**src/rtl/lsu_pkg.sv**
```systemverilog
// Shared types, funct3 encodings and access-size helpers for the load/store unit.
package lsu_pkg;

    localparam int unsigned DATA_W = 32;

    typedef enum logic [1:0] {IDLE, REQ, WAIT, DONE} state_t;
    typedef enum logic [1:0] {SZ_BYTE, SZ_HALF, SZ_WORD} acc_size_t;

    localparam logic [2:0] F3_LB  = 3'b000;
    localparam logic [2:0] F3_LH  = 3'b001;
    localparam logic [2:0] F3_LW  = 3'b010;
    localparam logic [2:0] F3_LBU = 3'b100;
    localparam logic [2:0] F3_LHU = 3'b101;
    localparam logic [2:0] F3_SB  = 3'b000;
    localparam logic [2:0] F3_SH  = 3'b001;
    localparam logic [2:0] F3_SW  = 3'b010;

    // Unknown encodings fall back to a word access.
    function automatic acc_size_t access_size(input logic [2:0] funct3, input logic is_store);
        acc_size_t sz;
        sz = SZ_WORD;
        if (is_store) begin
            if (funct3 == F3_SB)      sz = SZ_BYTE;
            else if (funct3 == F3_SH) sz = SZ_HALF;
            else if (funct3 == F3_SW) sz = SZ_WORD;
        end else begin
            if (funct3 == F3_LB || funct3 == F3_LBU)      sz = SZ_BYTE;
            else if (funct3 == F3_LH || funct3 == F3_LHU) sz = SZ_HALF;
        end
        return sz;
    endfunction

    function automatic logic is_misaligned(input acc_size_t sz, input logic [1:0] off);
        case (sz)
            SZ_BYTE: return 1'b0;
            SZ_HALF: return off[0];
            default: return off != 2'b00;
        endcase
    endfunction

endpackage

```
**src/rtl/lsu_if.sv**
```systemverilog
// Data-memory req/gnt/rvalid bus between the load/store unit and memory.
interface lsu_if;
    import lsu_pkg::*;

    logic              mem_req;
    logic              mem_we;
    logic [DATA_W-1:0] mem_addr;
    logic [3:0]        mem_be;
    logic [DATA_W-1:0] mem_wdata;
    logic              mem_gnt;
    logic              mem_rvalid;
    logic [DATA_W-1:0] mem_rdata;

    modport master (
        output mem_req, mem_we, mem_addr, mem_be, mem_wdata,
        input  mem_gnt, mem_rvalid, mem_rdata
    );

    modport slave (
        input  mem_req, mem_we, mem_addr, mem_be, mem_wdata,
        output mem_gnt, mem_rvalid, mem_rdata
    );

endinterface

```
**src/rtl/lsu_align.sv**
```systemverilog
// Combinational lane logic: store byte enables / replication and load extraction / extension.
module lsu_align
    import lsu_pkg::*;
(
    input  logic [2:0]        st_funct3,
    input  logic              st_is_store,
    input  logic [1:0]        st_off,
    input  logic [DATA_W-1:0] st_data,
    output logic [3:0]        be,
    output logic [DATA_W-1:0] lane_data,
    input  logic [2:0]        ld_funct3,
    input  logic [1:0]        ld_off,
    input  logic [DATA_W-1:0] raw,
    output logic [DATA_W-1:0] ext
);

    logic [DATA_W-1:0] shifted;

    always_comb begin
        be        = 4'b1111;
        lane_data = st_data;
        case (access_size(st_funct3, st_is_store))
            SZ_BYTE: begin
                be        = 4'b0001 << st_off;
                lane_data = {4{st_data[7:0]}};
            end
            SZ_HALF: begin
                be        = 4'b0011 << st_off;
                lane_data = {2{st_data[15:0]}};
            end
            default: ;
        endcase
    end

    assign shifted = raw >> {ld_off, 3'b000};

    always_comb begin
        ext = raw;
        case (ld_funct3)
            F3_LB:   ext = {{24{shifted[7]}}, shifted[7:0]};
            F3_LBU:  ext = {24'd0, shifted[7:0]};
            F3_LH:   ext = {{16{shifted[15]}}, shifted[15:0]};
            F3_LHU:  ext = {16'd0, shifted[15:0]};
            F3_LW:   ext = raw;
            default: ext = raw;
        endcase
    end

endmodule

```
**src/rtl/load_store_unit.sv**
```systemverilog
// Memory-stage load/store unit: one req/gnt/rvalid transaction per instruction, stalls until done.
// Optional handshake watchdog enabled by defining LSU_TIMEOUT_EN.
module load_store_unit
    import lsu_pkg::*;
#(
    parameter int unsigned TIMEOUT_CYCLES = 255
) (
    input  logic              clk,
    input  logic              reset,
    input  logic              ex_valid,
    input  logic              ex_mem_read,
    input  logic              ex_mem_write,
    input  logic [2:0]        ex_funct3,
    input  logic [DATA_W-1:0] ex_addr,
    input  logic [DATA_W-1:0] ex_wdata,
    output logic              lsu_busy,
    output logic              lsu_done,
    output logic [DATA_W-1:0] lsu_rdata,
    output logic              lsu_misalign,
    output logic              lsu_err,
    lsu_if.master             mem
);

    state_t            state;
    logic              we_q;
    logic [2:0]        f3_q;
    logic [1:0]        off_q;
    logic              accept;
    logic              misalign_n;
    logic [3:0]        be_n;
    logic [DATA_W-1:0] lane_n;
    logic [DATA_W-1:0] ext_n;

    assign accept     = ex_valid & (ex_mem_read | ex_mem_write);
    assign misalign_n = is_misaligned(access_size(ex_funct3, ex_mem_write), ex_addr[1:0]);
    assign lsu_busy   = (state == IDLE && accept) || state == REQ || state == WAIT;

    lsu_align u_align (
        .st_funct3   (ex_funct3),
        .st_is_store (ex_mem_write),
        .st_off      (ex_addr[1:0]),
        .st_data     (ex_wdata),
        .be          (be_n),
        .lane_data   (lane_n),
        .ld_funct3   (f3_q),
        .ld_off      (off_q),
        .raw         (mem.mem_rdata),
        .ext         (ext_n)
    );

`ifdef LSU_TIMEOUT_EN
    localparam int unsigned CNT_W = $clog2(TIMEOUT_CYCLES + 1);
    logic [CNT_W-1:0] wd_cnt;
    logic             wd_expired;
    assign wd_expired = (32'(wd_cnt) == TIMEOUT_CYCLES - 1);
`else
    logic unused_timeout;
    assign unused_timeout = (TIMEOUT_CYCLES != 0);
    assign lsu_err        = 1'b0;
`endif

    always_ff @(posedge clk or posedge reset) begin
        if (reset) begin
            state          <= IDLE;
            we_q           <= 1'b0;
            f3_q           <= '0;
            off_q          <= '0;
            mem.mem_req    <= 1'b0;
            mem.mem_we     <= 1'b0;
            mem.mem_addr   <= '0;
            mem.mem_be     <= '0;
            mem.mem_wdata  <= '0;
            lsu_done       <= 1'b0;
            lsu_misalign   <= 1'b0;
            lsu_rdata      <= '0;
`ifdef LSU_TIMEOUT_EN
            lsu_err        <= 1'b0;
            wd_cnt         <= '0;
`endif
        end else begin
            lsu_done <= 1'b0;
            case (state)
                IDLE: begin
                    if (accept) begin
                        we_q          <= ex_mem_write;
                        f3_q          <= ex_funct3;
                        off_q         <= ex_addr[1:0];
                        mem.mem_we    <= ex_mem_write;
                        mem.mem_addr  <= {ex_addr[DATA_W-1:2], 2'b00};
                        mem.mem_be    <= be_n;
                        mem.mem_wdata <= ex_mem_write ? lane_n : '0;
                        if (misalign_n) begin
                            state        <= DONE;
                            lsu_done     <= 1'b1;
                            lsu_misalign <= 1'b1;
                        end else begin
                            state        <= REQ;
                            mem.mem_req  <= 1'b1;
`ifdef LSU_TIMEOUT_EN
                            wd_cnt       <= '0;
`endif
                        end
                    end
                end
                REQ: begin
`ifdef LSU_TIMEOUT_EN
                    wd_cnt <= wd_cnt + 1'b1;
`endif
                    if (mem.mem_gnt) begin
                        mem.mem_req <= 1'b0;
                        if (we_q) begin
                            state    <= DONE;
                            lsu_done <= 1'b1;
                        end else begin
                            state    <= WAIT;
                        end
                    end
`ifdef LSU_TIMEOUT_EN
                    else if (wd_expired) begin
                        mem.mem_req <= 1'b0;
                        state       <= DONE;
                        lsu_done    <= 1'b1;
                        lsu_err     <= 1'b1;
                        lsu_rdata   <= '0;
                    end
`endif
                end
                WAIT: begin
`ifdef LSU_TIMEOUT_EN
                    wd_cnt <= wd_cnt + 1'b1;
`endif
                    if (mem.mem_rvalid) begin
                        lsu_rdata <= ext_n;
                        state     <= DONE;
                        lsu_done  <= 1'b1;
                    end
`ifdef LSU_TIMEOUT_EN
                    else if (wd_expired) begin
                        state     <= DONE;
                        lsu_done  <= 1'b1;
                        lsu_err   <= 1'b1;
                        lsu_rdata <= '0;
                    end
`endif
                end
                DONE: begin
                    state        <= IDLE;
                    lsu_misalign <= 1'b0;
`ifdef LSU_TIMEOUT_EN
                    lsu_err      <= 1'b0;
`endif
                end
                default: state <= IDLE;
            endcase
        end
    end

endmodule

```
**src/flat_wrapper.sv**
```systemverilog
// flat-port wrapper written by rule: the top's interface ports become plain ports
module load_store_unit_flat import lsu_pkg::*;
#(
    parameter int unsigned TIMEOUT_CYCLES = 255
)
  (clk, reset, ex_valid, ex_mem_read, ex_mem_write, ex_funct3, ex_addr, ex_wdata, lsu_busy, lsu_done, lsu_rdata, lsu_misalign, lsu_err, mem_mem_req, mem_mem_we, mem_mem_addr, mem_mem_be, mem_mem_wdata, mem_mem_gnt, mem_mem_rvalid, mem_mem_rdata);
  lsu_if mem_i ();
  input  logic clk;
  input  logic reset;
  input  logic ex_valid;
  input  logic ex_mem_read;
  input  logic ex_mem_write;
  input  logic [2:0] ex_funct3;
  input  logic [DATA_W-1:0] ex_addr;
  input  logic [DATA_W-1:0] ex_wdata;
  output logic lsu_busy;
  output logic lsu_done;
  output logic [DATA_W-1:0] lsu_rdata;
  output logic lsu_misalign;
  output logic lsu_err;
  output wire logic [$bits(mem_i.mem_req)-1:0] mem_mem_req;
  output wire logic [$bits(mem_i.mem_we)-1:0] mem_mem_we;
  output wire logic [$bits(mem_i.mem_addr)-1:0] mem_mem_addr;
  output wire logic [$bits(mem_i.mem_be)-1:0] mem_mem_be;
  output wire logic [$bits(mem_i.mem_wdata)-1:0] mem_mem_wdata;
  input wire logic [$bits(mem_i.mem_gnt)-1:0] mem_mem_gnt;
  input wire logic [$bits(mem_i.mem_rvalid)-1:0] mem_mem_rvalid;
  input wire logic [$bits(mem_i.mem_rdata)-1:0] mem_mem_rdata;
  assign mem_mem_req = mem_i.mem_req;
  assign mem_mem_we = mem_i.mem_we;
  assign mem_mem_addr = mem_i.mem_addr;
  assign mem_mem_be = mem_i.mem_be;
  assign mem_mem_wdata = mem_i.mem_wdata;
  assign mem_i.mem_gnt = mem_mem_gnt;
  assign mem_i.mem_rvalid = mem_mem_rvalid;
  assign mem_i.mem_rdata = mem_mem_rdata;
  load_store_unit #(.TIMEOUT_CYCLES(TIMEOUT_CYCLES)) u_core (.clk(clk), .reset(reset), .ex_valid(ex_valid), .ex_mem_read(ex_mem_read), .ex_mem_write(ex_mem_write), .ex_funct3(ex_funct3), .ex_addr(ex_addr), .ex_wdata(ex_wdata), .lsu_busy(lsu_busy), .lsu_done(lsu_done), .lsu_rdata(lsu_rdata), .lsu_misalign(lsu_misalign), .lsu_err(lsu_err), .mem(mem_i));
endmodule
```
**config.mk**
```make
export PLATFORM = sky130hd
export DESIGN_NAME = load_store_unit_flat
export DESIGN_NICKNAME = d
export VERILOG_FILES = /design/src/rtl/lsu_pkg.sv /design/src/rtl/lsu_if.sv /design/src/rtl/lsu_align.sv /design/src/rtl/load_store_unit.sv /design/src/flat_wrapper.sv
export SDC_FILE = /design/constraint.sdc
export NUM_CORES = 1
export LEC_CHECK = 0
export ABC_AREA = 1
export CORE_MARGIN = 2
export CORE_UTILIZATION = 40
export CTS_CLUSTER_DIAMETER = 120
export DETAILED_ROUTE_END_ITERATION = 12
export PLACE_DENSITY = 0.84
export RECOVER_POWER = 100
export SYNTH_ARGS = -nofsm -noshare
export SYNTH_HDL_FRONTEND = slang
export SYNTH_HIERARCHICAL = 1
export SYNTH_SLANG_ARGS = --single-unit
```
**constraint.sdc**
```tcl
create_clock -name clk -period 4.3 [get_ports clk]
set_input_delay 0.86 -clock clk [delete_from_list [all_inputs] [get_ports clk]]
set_output_delay 0.86 -clock clk [all_outputs]
set_load 0.02 [all_outputs]
```
# Word-level counts from Yosys, hierarchy flattened
# Cells that the tools add are included.
classes:
  n_reduce_logical: 17
  n_bitwise: 2
  n_eq_ne: 15
  n_shift: 3
  muxes: 29
ops:
  columns: ["operator", "count"]
  rows:
  - ["$pmux 32 s4", 1]
  - ["$pmux 32 s2", 1]
  - ["$mux 32", 1]
  - ["$shr 32x5->16", 1]
  - ["$mux 2", 9]
  - ["$eq 3x3->1 const B", 4]
  - ["$mux 1", 11]
  - ["$pmux 2 s4", 1]
  - ["$pmux 4 s2", 1]
  - ["$eq 3x1->1 const B", 2]
  - ["$logic_not 3->1", 2]
  - ["$ne 2x2->1 const B", 3]
  - ["$pmux 1 s2", 3]
  - ["$reduce_and 3->1", 2]
  - ["$reduce_bool 2->1", 3]
  - ["$eq 2x1->1 const B", 2]
  - ["$eq 2x2->1 const B", 2]
  - ["$logic_not 2->1", 2]
  - ["$logic_or 1x1->1", 4]
  - ["$ne 2x1->1 const B", 2]
  - ["$reduce_and 2->1", 2]
  - ["$reduce_and 4->1", 1]
  - ["$shl 1x2->4 const A", 1]
  - ["$shl 2x2->4 const A", 1]
  - ["other kinds (4)", 4]
word_totals:
  reg_bits: 109
  elab_cells: 77
  output_inout_bits: 106
  input_bits: 106

# Logic depth before layout (Yosys ltp)
depth:
  depth_word: 10
  depth_mapped: 9
  depth_no_buf: 9

# By module
# Netlist, hierarchy kept.
modules_own_cells:
  columns: ["module", "area_each_um2", "n_inst", "cells_per_inst", "seq_area_each_um2"]
  rows:
  - ["load_store_unit", 4418.0, 1, 441, 2727.6]
  - ["lsu_align", 1320.0, 1, 294, 0.0]

# Worst setup path after synthesis
# No wires, ideal clock.
synth_path:
  path_kind: "input to output"
  start: "input port ex_mem_write"
  end: "output port lsu_busy"
  n_path_buf: 3
  cell_stages: 7
  path_slack_ps: 1687
  t_required_ps: 3440
  arrival_ps: 1753
  cell_sequence: "buf_4 -> o21ai_4 -> nor2_4 -> inv_2 -> buf_6 -> buf_6 -> nand3_1"
synth_via:
  elab_chain_len: 5
synth_rtl:
  columns: ["item", "line", "source"]
  rows:
  - ["start, declared", "flat_wrapper.sv:12", "input logic ex_mem_write;"]
  - ["$or 1x1->1", "load_store_unit.sv:34", "assign accept = ex_valid & (ex_mem_read | ex_mem_write);"]
  - ["$and 1x1->1", "load_store_unit.sv:34", null]
  - ["$logic_and 1x1->1", "load_store_unit.sv:36", "assign lsu_busy = (state == IDLE && accept) || state == REQ || state == WAIT;"]
  - ["$logic_or 1x1->1 (2 in a row)", "load_store_unit.sv:36", null]
  - ["end, declared", "flat_wrapper.sv:16", "output logic lsu_busy;"]
# Every way passes these cells.

# Worst setup path in the final report
# Same ends and word-level chain as after synthesis.

==> run metrics <==
status complete, but fails checks; failing checks capacitance limit, slew limit; Yosys warning total 6; Critical Path End lsu_busy; pre-CTS setup slack 1.126 ns; post-DP HPWL 11850 µm; Crit Path Class primary input to output pin; antenna violation net count after detailed routing 0; Reg clk slew, reported paths approximately 0.080 ns; IO Pins 212; max cap viols 1; Worst path depth 6; initial core utilization about two fifths; clk root buf clkbuf_16; Yosys top cell by area dfrtp_1; period utilisation layout between 80% and 90%; total power between 5 and 6 mW; Die Y 123.8 µm; Reg power frac roughly 33%; CP arrival approximately 2.7 ns; FILL cells 1264; Slew Limit Fails 60; CP Capture Type output pin; Final Setup Violations 0; largest net degree at the start of global routing 76; sw frac 42.68%; CP cell instances clkdlybuf4s50_1 -> o21ai_0 -> nor2_4 -> inv_1 -> nand3_1 -> clkdlybuf4s50_1; combinational power share about half; area of the multi-input gates 2521 µm²; most used cell, CP clkdlybuf4s50_1; Skew-Pair Late Insertion Delay roughly 0.34 ns; Reg2Reg Launch Point u_core/off_q[0]; slew at the pin closest to its max-slew limit between 2 and 2.5 ns; detailed-route via count between 5000 and 6000; drt drc 0; Max Clk Rate approximately 280 MHz; NumNets Final between 1000 and 1500; internal power 3.191 mW; Synth cell types 27; PnR worst setup slack roughly 0.73 ns; Power per Cell Area 689.8 nW/µm²; hold_ws about 0.47 ns; # hold bufs at CTS 0; fraction of layout cells with a size suffix above 1 6.964%; crit path launch ex_mem_write; Detailed Route WL 16660 µm; clock buffer depth 2; Pre-antenna DRT Iters 6; total negative slack 0 ns; GRT overflow 0; area delta synth->final 40.67%; Layout Utilization ~58%; Post-Syn Area between 5000 and 6000 µm²; sequential area share after synthesis between 40% and 50%; Core Rows 43; buffers plus inverters on the worst setup path 3; Avg Vias per Cell approximately 5.0; Initial DRC Count 460; Reg area 2728 µm²; relative slew slack -54.79%; top-area cell type share of the netlist area between 40% and 50%; P_leak 4.204 nW; Clk pwr share between 10% and 20%; # resized after CTS 0; RR Endpoint u_core/lsu_rdata[11]; htree depth 3; Tot GR Track Use 21.87%; RSZ-0062 raised after global routing false; TritonCTS clock tree built; Max Clock Skew 0.009942 ns; Area contributors post-synth dfrtp_1 48%, nand2_1 23%, nand3_1 7.2%, mux2_2 6.3%, o21ai_0 3.2%; final hold vios 0; post-CTS setup buffers 0; Worst R2R Path Depth 6; PortBufs 208; wire per inst approximately 15 µm; Worst path max stage delay roughly 0.70 ns; switching power total 2.376 mW; Hold/Removal Path Class flip-flop to flip-flop; Max FO, Critical Path 4; r2r setup slk about 1.4 ns; fin crit period around 3.6 ns; clk sink count around 110; Die X-Extent between 100 and 150 µm; Critical-path top delay cell o21ai_0; Syn Inst Count ~740; crit-path leading delay family buffers and inverters; Num CTS Buffers 9; required time of the critical path around 3.4 ns; first-pass GRT wire length roughly 26000 µm; syn avg cell area between 7 and 8 µm²; crit path launch type primary input; Peak VDD IR 0.3611 mV; Diodes inserted 0; Core ar. 13930 µm²; flops & latches, synth between 100 and 150; Final Wtd Congestion roughly 0.89; vias in the first global route approximately 5100; Die Area 15320 µm²; initial antenna violation count 0
==> worst register-to-register path: cells and delay by family (launching register included) <==
kind / cells / cell delay (ns)
AND/OR/NAND/NOR: 4 / 1.30
flip-flops: 1 / 0.75
buffers and inverters: 1 / 0.47
multiplexers: 1 / 0.32
==> cell usage in the layout, fill, tap and decap left out <==
| cell type | n |
|---|---|
| o21ai_1 | 1 |
| bufinv_16 | 1 |
| clkbuf_8 | 1 |
| inv_1 | 38 |
| inv_2 | 1 |
| nand3_1 | 85 |
| nand3_2 | 1 |
| nor2_2 | 1 |
| nand4_1 | 1 |
| buf_4 | 5 |
| nand2_2 | 2 |
| inv_8 | 1 |
| inv_6 | 2 |
| clkbuf_2 | 2 |
| nand2_1 | 346 |
| nor2_4 | 2 |
| clkinv_4 | 2 |
| mux2_2 | 32 |
| o21ai_0 | 40 |
| dfrtp_1 | 109 |
| clkdlybuf4s50_1 | 105 |
| a21oi_1 | 2 |
| dlygate4sd3_1 | 103 |
| o211ai_1 | 2 |
| ha_1 | 6 |
| conb_1 | 3 |
| clkbuf_16 | 9 |
| nor2_1 | 14 |
| inv_4 | 1 |
| nor3_2 | 1 |
==> cell usage after synthesis, drive strengths merged <==
cell type,count
nor2,17
o21ai,41
buf,37
o211ai,2
nand4,1
conb,1
inv,40
ha,6
mux2,32
clkbuf,12
nand3,86
a21oi,2
dfrtp,109
nor3,1
nand2,348
==> how the worst min path moves through the flow <==
| stage | from | to | slack [ns] | cells after the start |
|---|---|---|---|---|
| final | u_core/mem.mem_addr[5] | u_core/mem.mem_addr[5] | 0.47 | 2 |
| after global routing | u_core/mem.mem_addr[28] | u_core/mem.mem_addr[28] | 0.49 | 2 |
| after CTS | u_core/mem.mem_addr[28] | u_core/mem.mem_addr[28] | 0.48 | 2 |
| after detailed placement | u_core/mem.mem_addr[28] | u_core/mem.mem_addr[28] | 0.46 | 2 |
| after global placement | u_core/mem.mem_addr[4] | u_core/mem.mem_addr[4] | 0.45 | 2 |
| after floorplan | u_core/off_q[1] | u_core/off_q[1] | 0.47 | 2 |
==> power groups by stage <==
| stage | combinational [mW] | sequential [mW] | clock (mW) |
|---|---|---|---|
| after global placement | 2.97 | 1.87 | 0 |
| after detailed placement | 3.03 | 1.87 | 0 |
| after CTS | 3.04 | 1.87 | 0.910 |
| after floorplan | 1.26 | 2.32 | 0 |
| after global routing | 3.10 | 1.91 | 0.960 |
| final | 2.84 | 1.84 | 0.885 |
==> final cells by class <==
class,count,share of cell area [%]
multi-input cells,539,31.24
clock buffers,10,2.961
clock inverters,6,0.9456
inverters,40,1.891
well taps,180,2.790
flip-flops and latches,109,33.79
repair buffers,215,26.38
==> state kept, by name, summed over array words and instances, names as in the netlist <==
register / cells
u_core/off_q: 2
u_core/lsu_misalign: 1
u_core/we_q: 1
u_core/mem.mem_be: 4
u_core/mem.mem_addr: 30
u_core/lsu_rdata: 32
u_core/f3_q: 3
u_core/mem.mem_wdata: 32
u_core/lsu_done: 1
u_core/state: 2
u_core/mem.mem_req: 1
==> kinds of logic (layout without fill, tap and decap cells) <==
| logic type | after synthesis | in the layout | synth area share (%) |
|---|---|---|---|
| AO/OA/AOI/OAI | 45 | 45 | 4.208 |
| AND/OR/NAND/NOR | 453 | 453 | 32.45 |
| other | 1 | 3 | 0.06535 |
| flip-flops | 109 | 109 | 47.54 |
| buffers and inverters | 89 | 271 | 8.155 |
| multiplexers | 32 | 32 | 6.280 |
| adder cells (fa/ha/maj) | 6 | 6 | 1.308 |
==> through the flow <==
stage / std cells / cell area [µm²]
detailed placement: 1083 / 7792
global placement: 1083 / 7792
CTS: 1099 / 8108
floorplan: 737 / 5746
finish: 1099 / 8071
global route: 1099 / 8071
==> per-layer routing <==
layer	track usage (%)	vias to the layer above	share of wire (%)
li1	-	2676	-
met4	5.895	0	1.7
met2	34.68	256	46
met3	7.647	27	10
met1	28.50	2553	42
met5	0	-	0
No activity file was read; power rests on OpenSTA's default activity.
